## src/rtl/pc_ctrl_pkg.sv

```systemverilog
// Shared types and constants for the fetch-stage PC sequencer.
package pc_ctrl_pkg;

  typedef enum logic [1:0] {
    S_RESET = 2'b00,
    S_RUN   = 2'b01,
    S_HALT  = 2'b10
  } pc_state_e;

  localparam logic CHIP_ENABLE  = 1'b1;
  localparam logic CHIP_DISABLE = 1'b0;
  localparam int   PC_STEP_DEF  = 4;

  typedef struct packed {
    logic if_id;
    logic id_ex;
  } flush_t;

endpackage

```

## src/rtl/pc_ctrl_next_mux.sv

```systemverilog
// Combinational next-PC select for the running pipeline: fixed redirect
// priority, target word alignment and pipeline-register flush vector.
module pc_ctrl_next_mux
  import pc_ctrl_pkg::*;
#(
  parameter int ADDR_W  = 32,
  parameter int PC_STEP = PC_STEP_DEF
) (
  input  logic [ADDR_W-1:0] pc_i,
  input  logic              stall_req_i,
  input  logic              jump_req_i,
  input  logic [ADDR_W-1:0] jump_target_i,
  input  logic              branch_req_i,
  input  logic [ADDR_W-1:0] branch_target_i,
  input  logic              trap_req_i,
  input  logic [ADDR_W-1:0] trap_vector_i,
  input  logic              halt_req_i,
  output logic [ADDR_W-1:0] next_pc_o,
  output logic              redirect_o,
  output logic              misaligned_o,
  output logic              halt_sel_o,
  output flush_t            flush_o
);

  logic [ADDR_W-1:0] target;
  logic              redirect;

  always_comb begin
    target       = '0;
    redirect     = 1'b0;
    halt_sel_o   = 1'b0;
    flush_o      = '0;
    misaligned_o = 1'b0;
    next_pc_o    = pc_i + ADDR_W'(PC_STEP);

    if (trap_req_i) begin
      target   = trap_vector_i;
      redirect = 1'b1;
      flush_o  = '{if_id: 1'b1, id_ex: 1'b1};
    end else if (halt_req_i) begin
      next_pc_o  = pc_i;
      halt_sel_o = 1'b1;
      flush_o    = '{if_id: 1'b1, id_ex: 1'b0};
    end else if (branch_req_i) begin
      target   = branch_target_i;
      redirect = 1'b1;
      flush_o  = '{if_id: 1'b1, id_ex: 1'b1};
    end else if (jump_req_i) begin
      target   = jump_target_i;
      redirect = 1'b1;
      flush_o  = '{if_id: 1'b1, id_ex: 1'b0};
    end else if (stall_req_i) begin
      next_pc_o = pc_i;
    end

    // Only the winning target is aligned and reported.
    if (redirect) begin
      next_pc_o    = {target[ADDR_W-1:2], 2'b00};
      misaligned_o = |target[1:0];
    end

    redirect_o = redirect;
  end

endmodule

```

## src/rtl/pc_ctrl.sv

```systemverilog
// Fetch-stage PC sequencer: reset/boot/halt FSM, PC and imem-enable registers,
// flush strobes driven from the next-PC mux while running.
module pc_ctrl
  import pc_ctrl_pkg::*;
#(
  parameter int                ADDR_W   = 32,
  parameter logic [ADDR_W-1:0] RESET_PC = '0,
  parameter int                PC_STEP  = PC_STEP_DEF
) (
  input  logic              clk,
  input  logic              rst,
  input  logic              stall_req,
  input  logic              jump_req,
  input  logic [ADDR_W-1:0] jump_target,
  input  logic              branch_req,
  input  logic [ADDR_W-1:0] branch_target,
  input  logic              trap_req,
  input  logic [ADDR_W-1:0] trap_vector,
  input  logic              halt_req,
  output logic [ADDR_W-1:0] pc,
  output logic              inst_mem_en,
  output logic              if_id_flush,
  output logic              id_ex_flush,
  output logic              align_err,
  output logic              halted
);

  pc_state_e         state_q, state_d;
  logic [ADDR_W-1:0] pc_q, pc_d;
  logic              en_q, en_d;
  logic              align_q, align_d;
  logic              halted_q, halted_d;

  logic [ADDR_W-1:0] mux_next_pc;
  logic              mux_redirect;
  logic              mux_misaligned;
  logic              mux_halt_sel;
  flush_t            mux_flush;

  pc_ctrl_next_mux #(
    .ADDR_W (ADDR_W),
    .PC_STEP(PC_STEP)
  ) u_next_mux (
    .pc_i           (pc_q),
    .stall_req_i    (stall_req),
    .jump_req_i     (jump_req),
    .jump_target_i  (jump_target),
    .branch_req_i   (branch_req),
    .branch_target_i(branch_target),
    .trap_req_i     (trap_req),
    .trap_vector_i  (trap_vector),
    .halt_req_i     (halt_req),
    .next_pc_o      (mux_next_pc),
    .redirect_o     (mux_redirect),
    .misaligned_o   (mux_misaligned),
    .halt_sel_o     (mux_halt_sel),
    .flush_o        (mux_flush)
  );

  always_comb begin
    state_d     = state_q;
    pc_d        = pc_q;
    en_d        = en_q;
    halted_d    = halted_q;
    align_d     = 1'b0;
    if_id_flush = 1'b0;
    id_ex_flush = 1'b0;

    unique case (state_q)
      S_RESET: begin
        state_d = S_RUN;
        en_d    = CHIP_ENABLE;
      end
      S_RUN: begin
        pc_d        = mux_next_pc;
        align_d     = mux_redirect & mux_misaligned;
        if_id_flush = mux_flush.if_id;
        id_ex_flush = mux_flush.id_ex;
        if (mux_halt_sel) begin
          state_d  = S_HALT;
          en_d     = CHIP_DISABLE;
          halted_d = 1'b1;
        end
      end
      S_HALT: begin
        // Trap has top priority in the mux, so its aligned vector is next_pc.
        if (trap_req) begin
          state_d  = S_RUN;
          pc_d     = mux_next_pc;
          align_d  = mux_misaligned;
          en_d     = CHIP_ENABLE;
          halted_d = 1'b0;
        end
      end
      default: state_d = S_RESET;
    endcase
  end

  always_ff @(posedge clk or negedge rst) begin
    if (!rst) begin
      state_q  <= S_RESET;
      pc_q     <= RESET_PC;
      en_q     <= CHIP_DISABLE;
      align_q  <= 1'b0;
      halted_q <= 1'b0;
    end else begin
      state_q  <= state_d;
      pc_q     <= pc_d;
      en_q     <= en_d;
      align_q  <= align_d;
      halted_q <= halted_d;
    end
  end

  assign pc          = pc_q;
  assign inst_mem_en = en_q;
  assign align_err   = align_q;
  assign halted      = halted_q;

endmodule

```

## config.mk

```make
export PLATFORM = sky130hd
export DESIGN_NAME = pc_ctrl
export DESIGN_NICKNAME = d
export VERILOG_FILES = /design/src/rtl/pc_ctrl_pkg.sv /design/src/rtl/pc_ctrl_next_mux.sv /design/src/rtl/pc_ctrl.sv
export SDC_FILE = /design/constraint.sdc
export NUM_CORES = 1
export LEC_CHECK = 0
export ABC_AREA = 1
export CAP_MARGIN = 20
export CORE_MARGIN = 5
export CORE_UTILIZATION = 35
export CTS_BUF_LIST = sky130_fd_sc_hd__clkbuf_16
export DETAILED_ROUTE_END_ITERATION = 8
export PLACE_DENSITY = 0.65
export SLEW_MARGIN = 10
export SYNTH_ARGS = -nofsm -noshare
export SYNTH_HDL_FRONTEND = slang
export SYNTH_SLANG_ARGS = --single-unit
```

## constraint.sdc

```tcl
create_clock -name clk -period 2.15 [get_ports clk]
set_input_delay 0.5375 -clock clk [delete_from_list [all_inputs] [get_ports clk]]
set_output_delay 0.5375 -clock clk [all_outputs]
set_load 0.01 [all_outputs]
```

==> metrics, run 1 <==
Vias=roughly 3900; DP HPWL=between 8000 and 9000 microns; nets=between 700 and 800; total track usage=between 10% and 20%; CP Depth=4; wire per inst=about 14 microns; Design Area, Final=about 0.005 sq mm; layout cells sized above 1=approximately 8.6%; clock root buffer master=clkbuf_16; largest cells by area after synthesis=dfrtp_1, nand2_1, nor2_1; Remaining DRCs=0; Gate Count Post-Synth=~520; static leakage power=approximately 2.2 nW; fillers=between 900 and 1000; Critical-path top delay cell=clkdlybuf4s50_1; Max VDD drop=0.4573 mV; placed cell area=roughly 0.0048 sq mm; total grt overflow=0; Core Area=roughly 0.009 sq mm; P&R area growth vs syn=51.93%; worst hold slack=roughly 0.34 ns; CP peak stage delay=0.52 ns; final setup fails=0; Layout Skew=0.005751 ns; final hold vios=0; GPL Wtd Cong=a little over 0.9; Critical Path, Cell by Cell=clkdlybuf4s50_1 -> nor2_4 -> a21oi_1 -> dlygate4sd2_1; CP required=1.61 ns; Peak Freq=490.9 MHz; class of the worst hold path=input port to async pin; run status=finished, final reports clean; # IOs=140; vias in the first global route=between 3000 and 4000; top cell type's share of synthesized area=between 20% and 30%; Yosys cell types=35; TritonRoute pass-1 iters=5; clk sink count=35; Clock transition at path regs=approximately 0.06 ns; RSZ-0062 raised after global routing=false; mean post-synth cell area=about 6 sq um; Post-CTS Hold Buffers=0; post-synthesis sequential element count=35; DRT iter0 DRCs=193; largest net degree at the start of global routing=36; cell taking the most area after synthesis=dfrtp_1; Pwr Density=a little under 1000 mW/mm^2; most frequent cells in the layout=nand2_1, clkdlybuf4s50_1, nor2_1, nand3_1, dfrtp_1; H-tree depth=2; Critical Path AT=1.50 ns; diode count=0; Final period util=between 90 and 100%; Initial Utilization=a little over a third; top_reg_cell synth=dfrtp_1; number of synthesized flops with an enable pin=0; Slew Viols, Final=0; die area=0.01128 sq mm; Non-Filler Instances=between 700 and 800; Tmin final=slightly above 2 ns; IO Port Bufs=137; first-pass GRT wire length=between 15000 and 20000 microns; crit start category=input port; max cap viols=0; Max transition margin=between 40% and 50%; register area share after synthesis=27.03%; Worst setup EP type=output port; fin util=a little over half; synthesized area=~0.0032 sq mm; CTS tree=built; worst skew pair latency=between 0.2 and 0.3 ns; setup TNS=0 ns; Syn. warnings=0; Critical Setup Path Class=input port to output port; initial antenna violation count=0; remaining antenna violation count=0; drt total wl=10810 microns; Rows=35; Critical Path Fanout Max=2; CP delay by family, top=buffers and inverters; commonest non-fill, non-tap cell in the layout=nand2_1; die height=approximately 110 microns; Worst Reg-to-Reg Cells=9; number of placed cells counting well taps=768; asr flop ratio synth=100.0%; die width=between 100 and 150 microns; Worst-Margin Slew=~0.78 ns; DR vias/cell=roughly 5.0; maximum clock path buffer count=2; CP Buf/Inv Count=2; CTS Buf Count=5
worst paths after layout:
kind | slack, ns | to | startpoint
setup / recovery | 0.11 | if_id_flush | jump_req
hold reg to reg | 0.52 | inst_mem_en | inst_mem_en
min in group clk | 0.52 | inst_mem_en | inst_mem_en
max in group asynchronous | 1.32 | pc[6] | rst
hold / removal | 0.34 | pc[21] | rst
setup reg to reg | 0.35 | pc[18] | state_q[0]
report_power, final:
group	total, mW	switching, mW	internal, mW
clock	0.699	0.277	0.423
combinational	2.76	1.37	1.38
sequential	1.44	0.447	0.993
total	4.90	2.10	2.80
metrics by stage:
step,setup WS (ns),power [mW]
5_1_grt,0.02992,5.304
3_3_place_gp,-0.3063,4.178
2_1_floorplan,0.4259,2.912
4_1_cts,0.1067,4.924
3_5_place_dp,-0.3558,4.229
6_report,0.1128,4.896
synth_stat cells (2+ instances only):
master    count
nand3b_1      2
clkbuf_1      6
o21ai_0      18
a22oi_1      10
o21ai_1       4
nand2_2       5
inv_2         2
nor2_1       77
a21oi_1      26
o31ai_1       2
xor2_1        3
o21ai_2       4
dfrtp_1      35
buf_6         6
and2_1        4
a22o_1       15
buf_2        10
buf_4         7
nor2_4        4
inv_1        28
nor2_2        4
nand2_1     179
o21bai_1      2
nand3_1      55
ha_1          5
a21oi_2       2
registers in the layout (all words and copies together) (netlist names):
register	cells
inst_mem_en	1
halted	1
pc	30
align_err	1
state_q	2
cells by family after synthesis:
family          share of synthesized area [%]
other cells                            0.1157
simple gates                            42.97
buf+inv                                 9.614
flops                                   27.03
compound gates                          17.26
xor+xnor                                1.081
fa+ha+maj                               1.931
timing repair:
| item | in CTS | in global routing |
|---|---|---|
| hold endpoints to repair | 0 | 0 |
| resized for setup | 5 | 0 |
| buffers inserted | 0 | 0 |
| endpoints found under the setup margin | 24 | 0 |
metal layers:
metal / vias to the layer above / part of all wire [%] / track usage, %
met1: 1741 / 45 / 26.41
met4: 0 / 1.3 / 4.440
met5: - / 0 / 0
met3: 11 / 6.6 / 3.582
met2: 124 / 47 / 31.22
li1: 1976 / - / -
final cells by class:
cell class / instances / area, sq um / share of cell area (%)
multi-input combinational: 430 / 2059 / 41.83
timing repair buffer: 161 / 1590 / 32.30
sequential: 35 / 875.8 / 17.79
tap: 111 / 138.9 / 2.821
clock buffer: 5 / 125.1 / 2.541
inverter: 31 / 118.9 / 2.414
clock inverter: 3 / 15.01 / 0.3050
(Power assumes the default switching activity.)
==> inputs of run 2 (changes only) <==
- PLACE_DENSITY: 0.65 -> not set
- PLACE_DENSITY_LB_ADDON: not set -> 0.1
==> metrics, run 2 (synthesis gave the netlist of run 1 again) <==
DRT iter0 DRCs=a little under 200; IO Port Bufs=around 140; Post-CTS Hold Buffers=0; worst skew pair latency=between 0.2 and 0.3 ns; maximum clock path buffer count=2; Final period util=around 95%; CP required=roughly 1.6 ns; vias in the first global route=approximately 3800; Rows=35; Layout Skew=~0.0063 ns; Slew Viols, Final=0; static leakage power=between 2 and 2.5 nW; Critical Path Fanout Max=2; Worst setup EP type=output port; max cap viols=0; Pwr Density=slightly above 1000 mW/mm^2; remaining antenna violation count=0; register area=875.8 sq um; run status=finished, final reports clean; initial antenna violation count=0; Design Area, Final=between 0.004 and 0.005 sq mm; CP delay by family, top=buffers and inverters; Core Area=0.009153 sq mm; worst hold slack=approximately 0.55 ns; Remaining DRCs=0; Max VDD drop=0.4082 mV; Initial Utilization=approximately 35%; CP Buf/Inv Count=2; P&R area growth vs syn=53.90%; die width=approximately 110 microns; final hold vios=0; class of the worst hold path=flip-flop to flip-flop; fillers=around 930; clock root buffer master=clkbuf_16; largest net degree at the start of global routing=36; total track usage=~20%; nets=a little under 800; clk sink count=35; wire per inst=between 10 and 15 microns; Critical Path, Cell by Cell=clkdlybuf4s50_1 -> nor2_4 -> a21oi_1 -> dlygate4sd2_1; TritonRoute pass-1 iters=5; max FFs per register=30; Critical Setup Path Class=input port to output port; pre-CTS setup slack=-0.3569 ns; CTS Buf Count=5; Vias=3903; total grt overflow=0; H-tree depth=2; RSZ-0062 raised after global routing=false; commonest non-fill, non-tap cell in the layout=nand2_1; crit start category=input port; die height=~110 microns; Tmin final=roughly 2.0 ns; final setup fails=0; Critical Path AT=approximately 1.5 ns; DR vias/cell=between 5 and 6; Peak Freq=just under 500 MHz; layout cells sized above 1=roughly 8.7%; CTS tree=built; area of the multi-input gates=0.002059 sq mm; # IOs=140; Final Worst Setup Slack=0.1131 ns; GPL Wtd Cong=roughly 0.87; diode count=0; Critical-path top delay cell=clkdlybuf4s50_1; DP HPWL=between 9000 and 10000 microns; CP peak stage delay=between 0.5 and 0.6 ns; die area=~0.011 sq mm; first-pass GRT wire length=around 18000 microns; placed cell area=0.004805 sq mm; Clock transition at path regs=0.06 ns; most frequent cells in the layout=nand2_1, clkdlybuf4s50_1, nor2_1, nand3_1, dfrtp_1; drt total wl=about 11000 microns
==> run 2: worst paths after layout <==
| check | startpoint | slack (ns) | end | depth (start not counted) |
|---|---|---|---|---|
| min reg2reg | inst_mem_en | 0.55 | inst_mem_en | 2 |
| max reg2reg | state_q[0] | 0.40 | pc[29] | 9 |
| min in group asynchronous | rst | 0.68 | pc[10] | 2 |
| max | jump_req | 0.11 | if_id_flush | 4 |
| max in group asynchronous | rst | 1.13 | pc[26] | 2 |
| min | inst_mem_en | 0.55 | inst_mem_en | 2 |
==> run 2: worst reg2reg max path, stage by stage, from the launching register on <==
cell	delay, ns
dfrtp_1	0.40
inv_1	0.11
ha_1	0.25
nor2_1	0.08
nor3_2	0.20
o21ai_2	0.11
inv_2	0.18
buf_12	0.17
nor2_1	0.05
a21oi_1	0.13
==> run 2: metrics by stage <==
step	TNS (ns)	cells	utilization (%)	total power [mW]
after global routing	0	779	54.49	5.546
final	0	779	54.49	5.139
after detailed placement	-7.582	771	52.49	4.229
after floorplan	0	525	-	2.912
after CTS	0	779	54.49	5.182
after global placement	-6.482	771	52.49	4.182
==> run 2: metal layers <==
metal  routed length (microns)  share of wire, %  GRT usage, %  vias up
li1                          -                 -             -     1992
met1                      4796                43         26.21     1766
met2                      5440                49         33.57      134
met3                       813               7.3         4.797       11
met4                        87              0.78         4.070        0
met5                         0                 0             0        -
==> run 2: what timing repair did <==
action                     in CTS  in global routing
setup buffers                   0                  0
setup endpoints to repair       3                  0
gates resized for setup         5                  0
==> run 2: final cells by class <==
class	count	area share, %
clock buffer	5	2.509
tap	111	2.785
inverter	31	2.383
clock inverter	3	1.279
sequential	35	17.56
multi-input combinational	430	41.29
timing repair buffer	164	32.19
==> run 2: report_power, final <==
part / internal [mW] / switching [mW] / leakage, nW
registers: 0.993 / 0.452 / 0.410
clock network: 0.661 / 0.289 / 0.0952
logic: 1.37 / 1.37 / 1.75
total: 3.02 / 2.11 / 2.25
==> inputs of run 3 (changes only) <==
- CTS_BUF_LIST: sky130_fd_sc_hd__clkbuf_16 -> sky130_fd_sc_hd__clkbuf_4 sky130_fd_sc_hd__clkbuf_8 sky130_fd_sc_hd__clkbuf_16
==> metrics, run 3 (synthesis gave the netlist of run 1 again) <==
remaining antenna violation count=0; DRT iter0 DRCs=207; die area=approximately 0.011 sq mm; Critical-path top delay cell=clkdlybuf4s50_1; nets=just under 800; Critical Path Fanout Max=2; GPL Wtd Cong=0.8733; die height=between 100 and 150 microns; die width=106.2 microns; wire per inst=14.26 microns; final setup fails=0; worst skew pair latency=0.29 ns; largest net degree at the start of global routing=36; Slew Viols, Final=0; setup TNS=0 ns; CTS Buf Count=5; Final period util=a little over nine tenths; vias in the first global route=3745; most frequent cells in the layout=nand2_1, clkdlybuf4s50_1, nor2_1, nand3_1, dfrtp_1; DR vias/cell=5.023; diode count=0; Post-CTS Hold Buffers=0; Layout Skew=between 0.01 and 0.015 ns; Peak Freq=490.9 MHz; max FFs per register=30; clk sink count=35; Max VDD drop=0.3837 mV; Worst Reg-to-Reg Cells=9; RSZ-0062 raised after global routing=false; initial antenna violation count=0; first-pass GRT wire length=~18000 microns; commonest non-fill, non-tap cell in the layout=nand2_1; Critical Setup Path Class=input port to output port; TritonRoute pass-1 iters=5; max cap viols=0; Critical Path AT=about 1.5 ns; final hold vios=0; post-CTS setup buffer count=0; Rows=35; DP HPWL=between 9000 and 10000 microns; Vias=just under 4000; Initial Utilization=35.41%; P&R area growth vs syn=52.36%; layout cells sized above 1=8.982%; static leakage power=approximately 2.2 nW; class of the worst hold path=flip-flop to flip-flop; CP required=between 1.5 and 2 ns; drt total wl=11110 microns; Tmin final=between 2 and 2.5 ns; Pwr Density=997.3 mW/mm^2; Core Area=0.009153 sq mm; crit start category=input port; placed cell area=slightly below 0.005 sq mm; Remaining DRCs=0; Critical Path, Cell by Cell=clkdlybuf4s50_1 -> nor2_4 -> a21oi_1 -> dlygate4sd2_1; total track usage=approximately a fifth; # IOs=140; CTS tree=built; H-tree depth=2; Clock transition at path regs=approximately 0.08 ns; maximum clock path buffer count=2; CP peak stage delay=0.52 ns; IO Port Bufs=approximately 140; fin util=a little over half; total grt overflow=0; worst hold path depth=2; clock root buffer master=clkbuf_8; Worst setup EP type=output port; run status=finished, final reports clean; Design Area, Final=around 0.0049 sq mm
## run 3: layer usage
metal  wire (microns)  vias to the layer above  track usage (%)
met1             4848                     1778            26.21
met4              125                        0            4.070
met2             5342                      132            33.35
met5                0                        -                0
met3              792                       11            4.736
li1                 -                     1992                -
## run 3: worst paths after layout
check,startpoint,end,slack [ns]
max,jump_req,if_id_flush,0.11
min,inst_mem_en,inst_mem_en,0.56
max reg2reg,state_q[0],pc[29],0.39
min reg2reg,inst_mem_en,inst_mem_en,0.56
max in group asynchronous,rst,pc[23],1.15
min in group asynchronous,rst,pc[10],0.66
## run 3: report_power, final
part           total [mW]  switching, mW  leakage [nW]  internal [mW]
combinational        2.74           1.37          1.75           1.37
sequential           1.44          0.452         0.410          0.991
clock               0.738          0.262        0.0688          0.477
total                4.92           2.08          2.23           2.84
## run 3: critical path: cells and delay by family
family / cells / cell delay (ns)
buffers and inverters: 2 / 0.80
AOI/OAI and AO/OA: 1 / 0.12
and+or+nand+nor: 1 / 0.04
## run 3: stage by stage
stage               cells  setup slack (ns)  hold slack [ns]  power [mW]
global route          779           0.02275           0.5871       5.333
detailed placement    771           -0.3569           0.5337       4.229
floorplan             525            0.4259           0.2419       2.912
global placement      771           -0.3360           0.5324       4.182
finish                779            0.1131           0.5554       4.924
CTS                   779           0.09503           0.5582       4.968
## run 3: cell type report
type                            count  area, sq um
Sequential cell                    35        875.8
Clock buffer                        6        76.32
Clock inverter                      2        60.06
Fill cell                         931         4215
Multi-Input combinational cell    430         2062
Tap cell                          111        138.9
Inverter                           31        118.9
Timing Repair Buffer              164         1605
## run 3: repair_timing
action | 4_1_cts | 5_1_grt
setup endpoints to repair | 2 | 1
gates resized for setup | 5 | 1
pin swaps | 0 | 0
